**src/rtl/interrupt_pkg.sv**
```systemverilog
// Shared types and constants for the interrupt dispatch controller.
// Optional rotating priority is selected with INTERRUPT_ROUND_ROBIN_EN.
package interrupt_pkg;

  localparam int DEFAULT_N = 8;
  localparam int ID_W      = $clog2(DEFAULT_N);

  typedef enum logic [1:0] {
    IDLE    = 2'd0,
    REQ     = 2'd1,
    SERVICE = 2'd2
  } state_e;

endpackage

```
**src/rtl/interrupt_priority_encoder.sv**
```systemverilog
// Combinational arbiter: scans req_i downward from start_i, wrapping 0 -> N-1,
// and reports the first set line.
module interrupt_priority_encoder
  import interrupt_pkg::*;
#(
  parameter int N = DEFAULT_N
) (
  input  logic [N-1:0]         req_i,
  input  logic [$clog2(N)-1:0] start_i,
  output logic                 valid_o,
  output logic [$clog2(N)-1:0] index_o
);

  localparam int IdW = $clog2(N);

  logic [IdW-1:0] pos;

  // Walk from the farthest distance to the nearest so the closest hit is kept.
  always_comb begin
    valid_o = 1'b0;
    index_o = '0;
    pos     = '0;
    for (int d = N - 1; d >= 0; d--) begin
      pos = IdW'((int'(start_i) + N - d) % N);
      if (req_i[pos]) begin
        valid_o = 1'b1;
        index_o = pos;
      end
    end
  end

endmodule

```
**src/rtl/interrupt_dispatch.sv**
```systemverilog
// Interrupt dispatch controller: IDLE/REQ/SERVICE handshake with the pipeline.
// Define INTERRUPT_ROUND_ROBIN_EN for rotating priority instead of highest-index-wins.
module interrupt_dispatch
  import interrupt_pkg::*;
#(
  parameter int N = DEFAULT_N
) (
  input  logic                 clk,
  input  logic                 reset,
  input  logic [N-1:0]         pending,
  input  logic [N-1:0]         im,
  input  logic                 ie,
  input  logic                 exl,
  input  logic                 erl,
  input  logic                 int_ack,
  input  logic                 eret,
  output logic                 int_req,
  output logic [$clog2(N)-1:0] int_id,
  output logic [N-1:0]         int_ip,
  output logic                 storage_clear,
  output logic                 busy
);

  localparam int IdW = $clog2(N);

  state_e         state_q, state_d;
  logic [IdW-1:0] int_id_q, int_id_d;
  logic [N-1:0]   int_ip_q;
  logic           storage_clear_q, storage_clear_d;

  logic [N-1:0]   eligible;
  logic [IdW-1:0] start_idx;
  logic           arb_valid;
  logic [IdW-1:0] arb_idx;
  logic           ack_taken;

  assign eligible  = (ie && !exl && !erl) ? (pending & im) : '0;
  assign ack_taken = (state_q == REQ) && int_ack;

`ifdef INTERRUPT_ROUND_ROBIN_EN
  logic [IdW-1:0] last_q, last_d;

  assign last_d    = ack_taken ? int_id_q : last_q;
  // Search begins just below the last granted line, wrapping below zero.
  assign start_idx = (last_q == '0) ? IdW'(N - 1) : (last_q - 1'b1);

  always_ff @(posedge clk or posedge reset) begin
    if (reset) begin
      last_q <= '0;
    end else begin
      last_q <= last_d;
    end
  end
`else
  assign start_idx = IdW'(N - 1);
`endif

  interrupt_priority_encoder #(
    .N(N)
  ) u_prio (
    .req_i   (eligible),
    .start_i (start_idx),
    .valid_o (arb_valid),
    .index_o (arb_idx)
  );

  always_ff @(posedge clk or posedge reset) begin
    if (reset) begin
      state_q <= IDLE;
    end else begin
      state_q <= state_d;
    end
  end

  // int_ack wins over eligible collapsing in the same cycle.
  always_comb begin
    state_d = state_q;
    case (state_q)
      IDLE:    if (arb_valid) state_d = REQ;
      REQ: begin
        if (int_ack)         state_d = SERVICE;
        else if (!arb_valid) state_d = IDLE;
      end
      SERVICE: if (eret) state_d = IDLE;
      default: state_d = IDLE;
    endcase
  end

  always_comb begin
    int_req = 1'b0;
    busy    = 1'b0;
    case (state_q)
      REQ:     int_req = 1'b1;
      SERVICE: busy    = 1'b1;
      default: ;
    endcase
  end

  // Winner is tracked while requesting and frozen once acknowledged.
  always_comb begin
    int_id_d        = int_id_q;
    storage_clear_d = ack_taken;
    case (state_q)
      IDLE:    if (arb_valid) int_id_d = arb_idx;
      REQ:     if (!int_ack && arb_valid) int_id_d = arb_idx;
      default: ;
    endcase
  end

  always_ff @(posedge clk or posedge reset) begin
    if (reset) begin
      int_id_q        <= '0;
      int_ip_q        <= '0;
      storage_clear_q <= 1'b0;
    end else begin
      int_id_q        <= int_id_d;
      int_ip_q        <= pending;
      storage_clear_q <= storage_clear_d;
    end
  end

  assign int_id        = int_id_q;
  assign int_ip        = int_ip_q;
  assign storage_clear = storage_clear_q;

endmodule

```
**config.mk**
```make
export PLATFORM = sky130hd
export DESIGN_NAME = interrupt_dispatch
export DESIGN_NICKNAME = d
export VERILOG_FILES = /design/src/rtl/interrupt_pkg.sv /design/src/rtl/interrupt_priority_encoder.sv /design/src/rtl/interrupt_dispatch.sv
export SDC_FILE = /design/constraint.sdc
export NUM_CORES = 1
export LEC_CHECK = 0
export ABC_CLOCK_PERIOD_IN_PS = 1000
export CAP_MARGIN = 20
export CORE_UTILIZATION = 43
export CTS_BUF_LIST = sky130_fd_sc_hd__clkbuf_16
export DETAILED_ROUTE_END_ITERATION = 12
export PLACE_DENSITY = 0.76
export SYNTH_ARGS = -nofsm -noshare
export SYNTH_HDL_FRONTEND = slang
export SYNTH_HIERARCHICAL = 1
export SYNTH_SLANG_ARGS = --single-unit
export TNS_END_PERCENT = 100
```
**constraint.sdc**
```tcl
create_clock -name clk -period 1 [get_ports clk]
set_input_delay 0.1 -clock clk [delete_from_list [all_inputs] [get_ports clk]]
set_output_delay 0.1 -clock clk [all_outputs]
set_load 0.005 [all_outputs]
```
==> results.json <==
{
  "fin_cells": 242,
  "status": "finished, violations left",
  "peakVddDrop_uv": 1280,
  "place_area_um2": 1890,
  "dp.cells": 216,
  "cts.hold.buffers_added": 0,
  "drt_wl_total_um": 4620,
  "clk_pin_slew_worst_paths_ns": 0.05,
  "synth_area_um2": 1290,
  "worst_slack_ns": -1.03,
  "yosysTopAreaCell": "dfrtp_1",
  "crit_path_start": "ie",
  "vias": 1440,
  "htreeDepth": 1,
  "synthMuxAreaShare": 0.312,
  "yosys.area_share.simple": 0.181,
  "synthAdderAreaFrac": 0.0193,
  "setup_viol": 7,
  "fin_crit_sh": 2.03,
  "hpwl_um": 2670,
  "worstPathArrival_ns": 2.15,
  "reg2reg_depth": 5,
  "drt_first_pass_iters": 8,
  "ys_ff_latch": 14,
  "nets": 237,
  "p_per_area_nw_per_um2": 1050,
  "cap_violations": 0,
  "cts_made_buffers": 3,
  "ant_nets": 0,
  "drt-initial-drc-count": 65,
  "routedWlPerCell_um": 19.1,
  "synthTopCellsByArea": "dfrtp_1 (27%), mux4_1 (12%), mux4_2 (7.0%), mux2i_1 (4.6%), mux2_4 (4.6%)",
  "leakage_nw": 1.10,
  "endpoint": "int_id[2]",
  "cts-root-buf": "clkbuf_16",
  "worst_setup_path_end_kind": "flip-flop",
  "slew_violations": 0,
  "clk_path_buf_depth": 2,
  "die_x_um": 56.9,
  "hold_class": "in -> reg",
  "synth-compound-area-share": 0.137,
  "clock_latency_ns": 0.24,
  "period_needed_ns": 2.03,
  "dieArea_um2": 3230,
  "critPathLaunchType": "primary input",
  "track_usage": 0.291,
  "rsz0062_at_grt": "yes",
  "clkSinkCount": 14,
  "grt_max_degree": 18,
  "synthArstFlopShare": 1.00,
  "violations": "design-rule violations, negative setup slack",
  "ys.flop_type": "dfrtp_1",
  "design.core.area_um2": 2810,
  "cp.required_ns": 1.13,
  "yosysWarnings": 6,
  "rows": 19,
  "fin_skew_ns": 0.000979,
  "io_pins": 37,
  "cts_tree": "done",
  "synth-edff-count": 0,
  "place.gp.congestion": 0.973,
  "synth_xor_area_frac": 0.0203,
  "grt-ovfl-total": 0,
  "grt_pass1_vias": 1462,
  "synth_cell_types": 46,
  "drc": 2,
  "die-height_um": 56.9,
  "synth.top_cell.area_share": 0.271,
  "max_freq_mhz": 494,
  "port_buffers": 36,
  "synth_top_family_by_area": "multiplexers",
  "start_util": 0.461,
  "r2r_slack_ns": -0.28,
  "reg2reg_to": "int_id[2]",
  "avgSynthCellArea_um2": 10.7,
  "synthToLayoutAreaGrowth_pct": 72.5,
  "worstPathMaxFanout": 8,
  "seq_area_frac_synth": 0.271,
  "antenna_found_initial": 0,
  "hold_viol_final": 0,
  "routed_via_density": 5.95,
  "finalInstanceArea_um2": 2230,
  "path_class": "in -> reg",
  "drive_above_1_share": 0.460,
  "antenna_cells": 0,
  "timing.rr.start": "state_q[0]",
  "synthesis.instances": 121,
  "grt_pass1_wl_um": 7070
}
-- synth_stat cells, types with 3 or more instances --
master    n
and3_1    8
inv_1     9
dfrtp_1  14
mux4_2    4
mux2i_1   6
mux2_4    4
nor2_1    9
a21oi_1   3
o21ai_0   6
o22ai_1   3
mux4_1    6
nand3_1   7
-- report_power, final --
group	total (mW)	switching, mW	leakage, nW	internal, mW
registers	0.700	0.0511	0.172	0.649
clock network	0.775	0.245	0.0385	0.530
logic	0.879	0.359	0.892	0.520
total	2.35	0.655	1.10	1.70
-- kinds of logic (layout without fill, tap and decap cells) --
group / count (synthesis) / in the layout
adder cells (fa/ha/maj): 2 / 2
multiplexers: 23 / 23
XOR/XNOR: 3 / 3
buffers and inverters: 15 / 98
flip-flops: 14 / 14
AND/OR/NAND/NOR: 37 / 37
AO/OA/AOI/OAI: 26 / 26
other: 1 / 8
-- critical path: stages --
cell,delay (ns)
buf_6,0.09
nor3b_4,0.16
and3_4,0.19
mux4_2,0.49
buf_6,0.15
nor4_4,0.35
nand3_2,0.15
nand3b_4,0.15
mux2_4,0.31
-- metal layers --
| layer | track usage | share of wire |
|---|---|---|
| met3 | 0.0484 | 0.067 |
| met4 | 0.185 | 0.047 |
| met5 | 0 | 0 |
| met2 | 0.529 | 0.53 |
| met1 | 0.310 | 0.35 |
-- state kept, by name (all words and copies together) (netlist names) --
name / flops
int_ip: 8
storage_clear: 1
int_id: 3
state_q: 2
-- cells in the final DEF, fill, tap and decap left out, drive strengths merged, types with 2 or more instances in the layout --
| cell type | synthesis | routed |
|---|---|---|
| mux4 | 10 | 10 |
| nand3b | 2 | 2 |
| mux2 | 6 | 6 |
| xnor2 | 2 | 2 |
| inv | 9 | 9 |
| nor2 | 9 | 9 |
| o22ai | 3 | 3 |
| clkinv | 1 | 2 |
| a21oi | 4 | 4 |
| mux2i | 7 | 7 |
| o21a | 2 | 2 |
| and2b | 2 | 2 |
| o21ai | 6 | 6 |
| buf | 3 | 53 |
| clkdlybuf4s15 | 0 | 7 |
| dlygate4sd2 | 0 | 18 |
| ha | 2 | 2 |
| dfrtp | 14 | 14 |
| nand3 | 7 | 7 |
| and3 | 8 | 8 |
| conb | 1 | 8 |
| nand2 | 3 | 3 |
| clkdlybuf4s50 | 0 | 5 |
| clkbuf | 2 | 3 |
-- per-stage QoR --
step | setup slack (ns) | TNS [ns] | hold slack (ns) | total power [mW] | util
finish | -1.03 | -4.43 | 0.0822 | 2.35 | 0.796
global route | -1.06 | -4.60 | 0.0943 | 2.43 | 0.796
CTS | -1.03 | -4.18 | 0.0950 | 2.19 | 0.763
detailed placement | -1.62 | -6.67 | 0.420 | 1.40 | 0.673
global placement | -1.68 | -6.84 | 0.402 | 1.39 | 0.673
floorplan | -1.05 | -3.92 | -0.0108 | 1.07 | -
-- layout make-up --
class                      count  area [µm²]
clock buffer                   3        75.1
sequential                    14         350
fill                         147         573
tap                           31        38.8
multi-input combinational     99         985
timing repair buffer          84         742
inverter                      10        37.5
clock inverter                 1        3.75
-- worst min-delay path by stage --
stage,cells after the start,startpoint,slack [ns],end
finish,1,pending[6],0.08,int_ip[6]
global route,1,pending[4],0.09,int_ip[4]
CTS,1,pending[4],0.1,int_ip[4]
detailed placement,3,reset,0.42,int_ip[3]
global placement,3,reset,0.40,int_ip[2]
floorplan,1,reset,-0.01,int_id[0]
-- repair_timing --
item                       CTS  global route
gates resized for setup     73            17
pin swaps                   18            14
buffers inserted            15             9
setup endpoints to repair   18            11
Power figures use the tool's default switching activity.
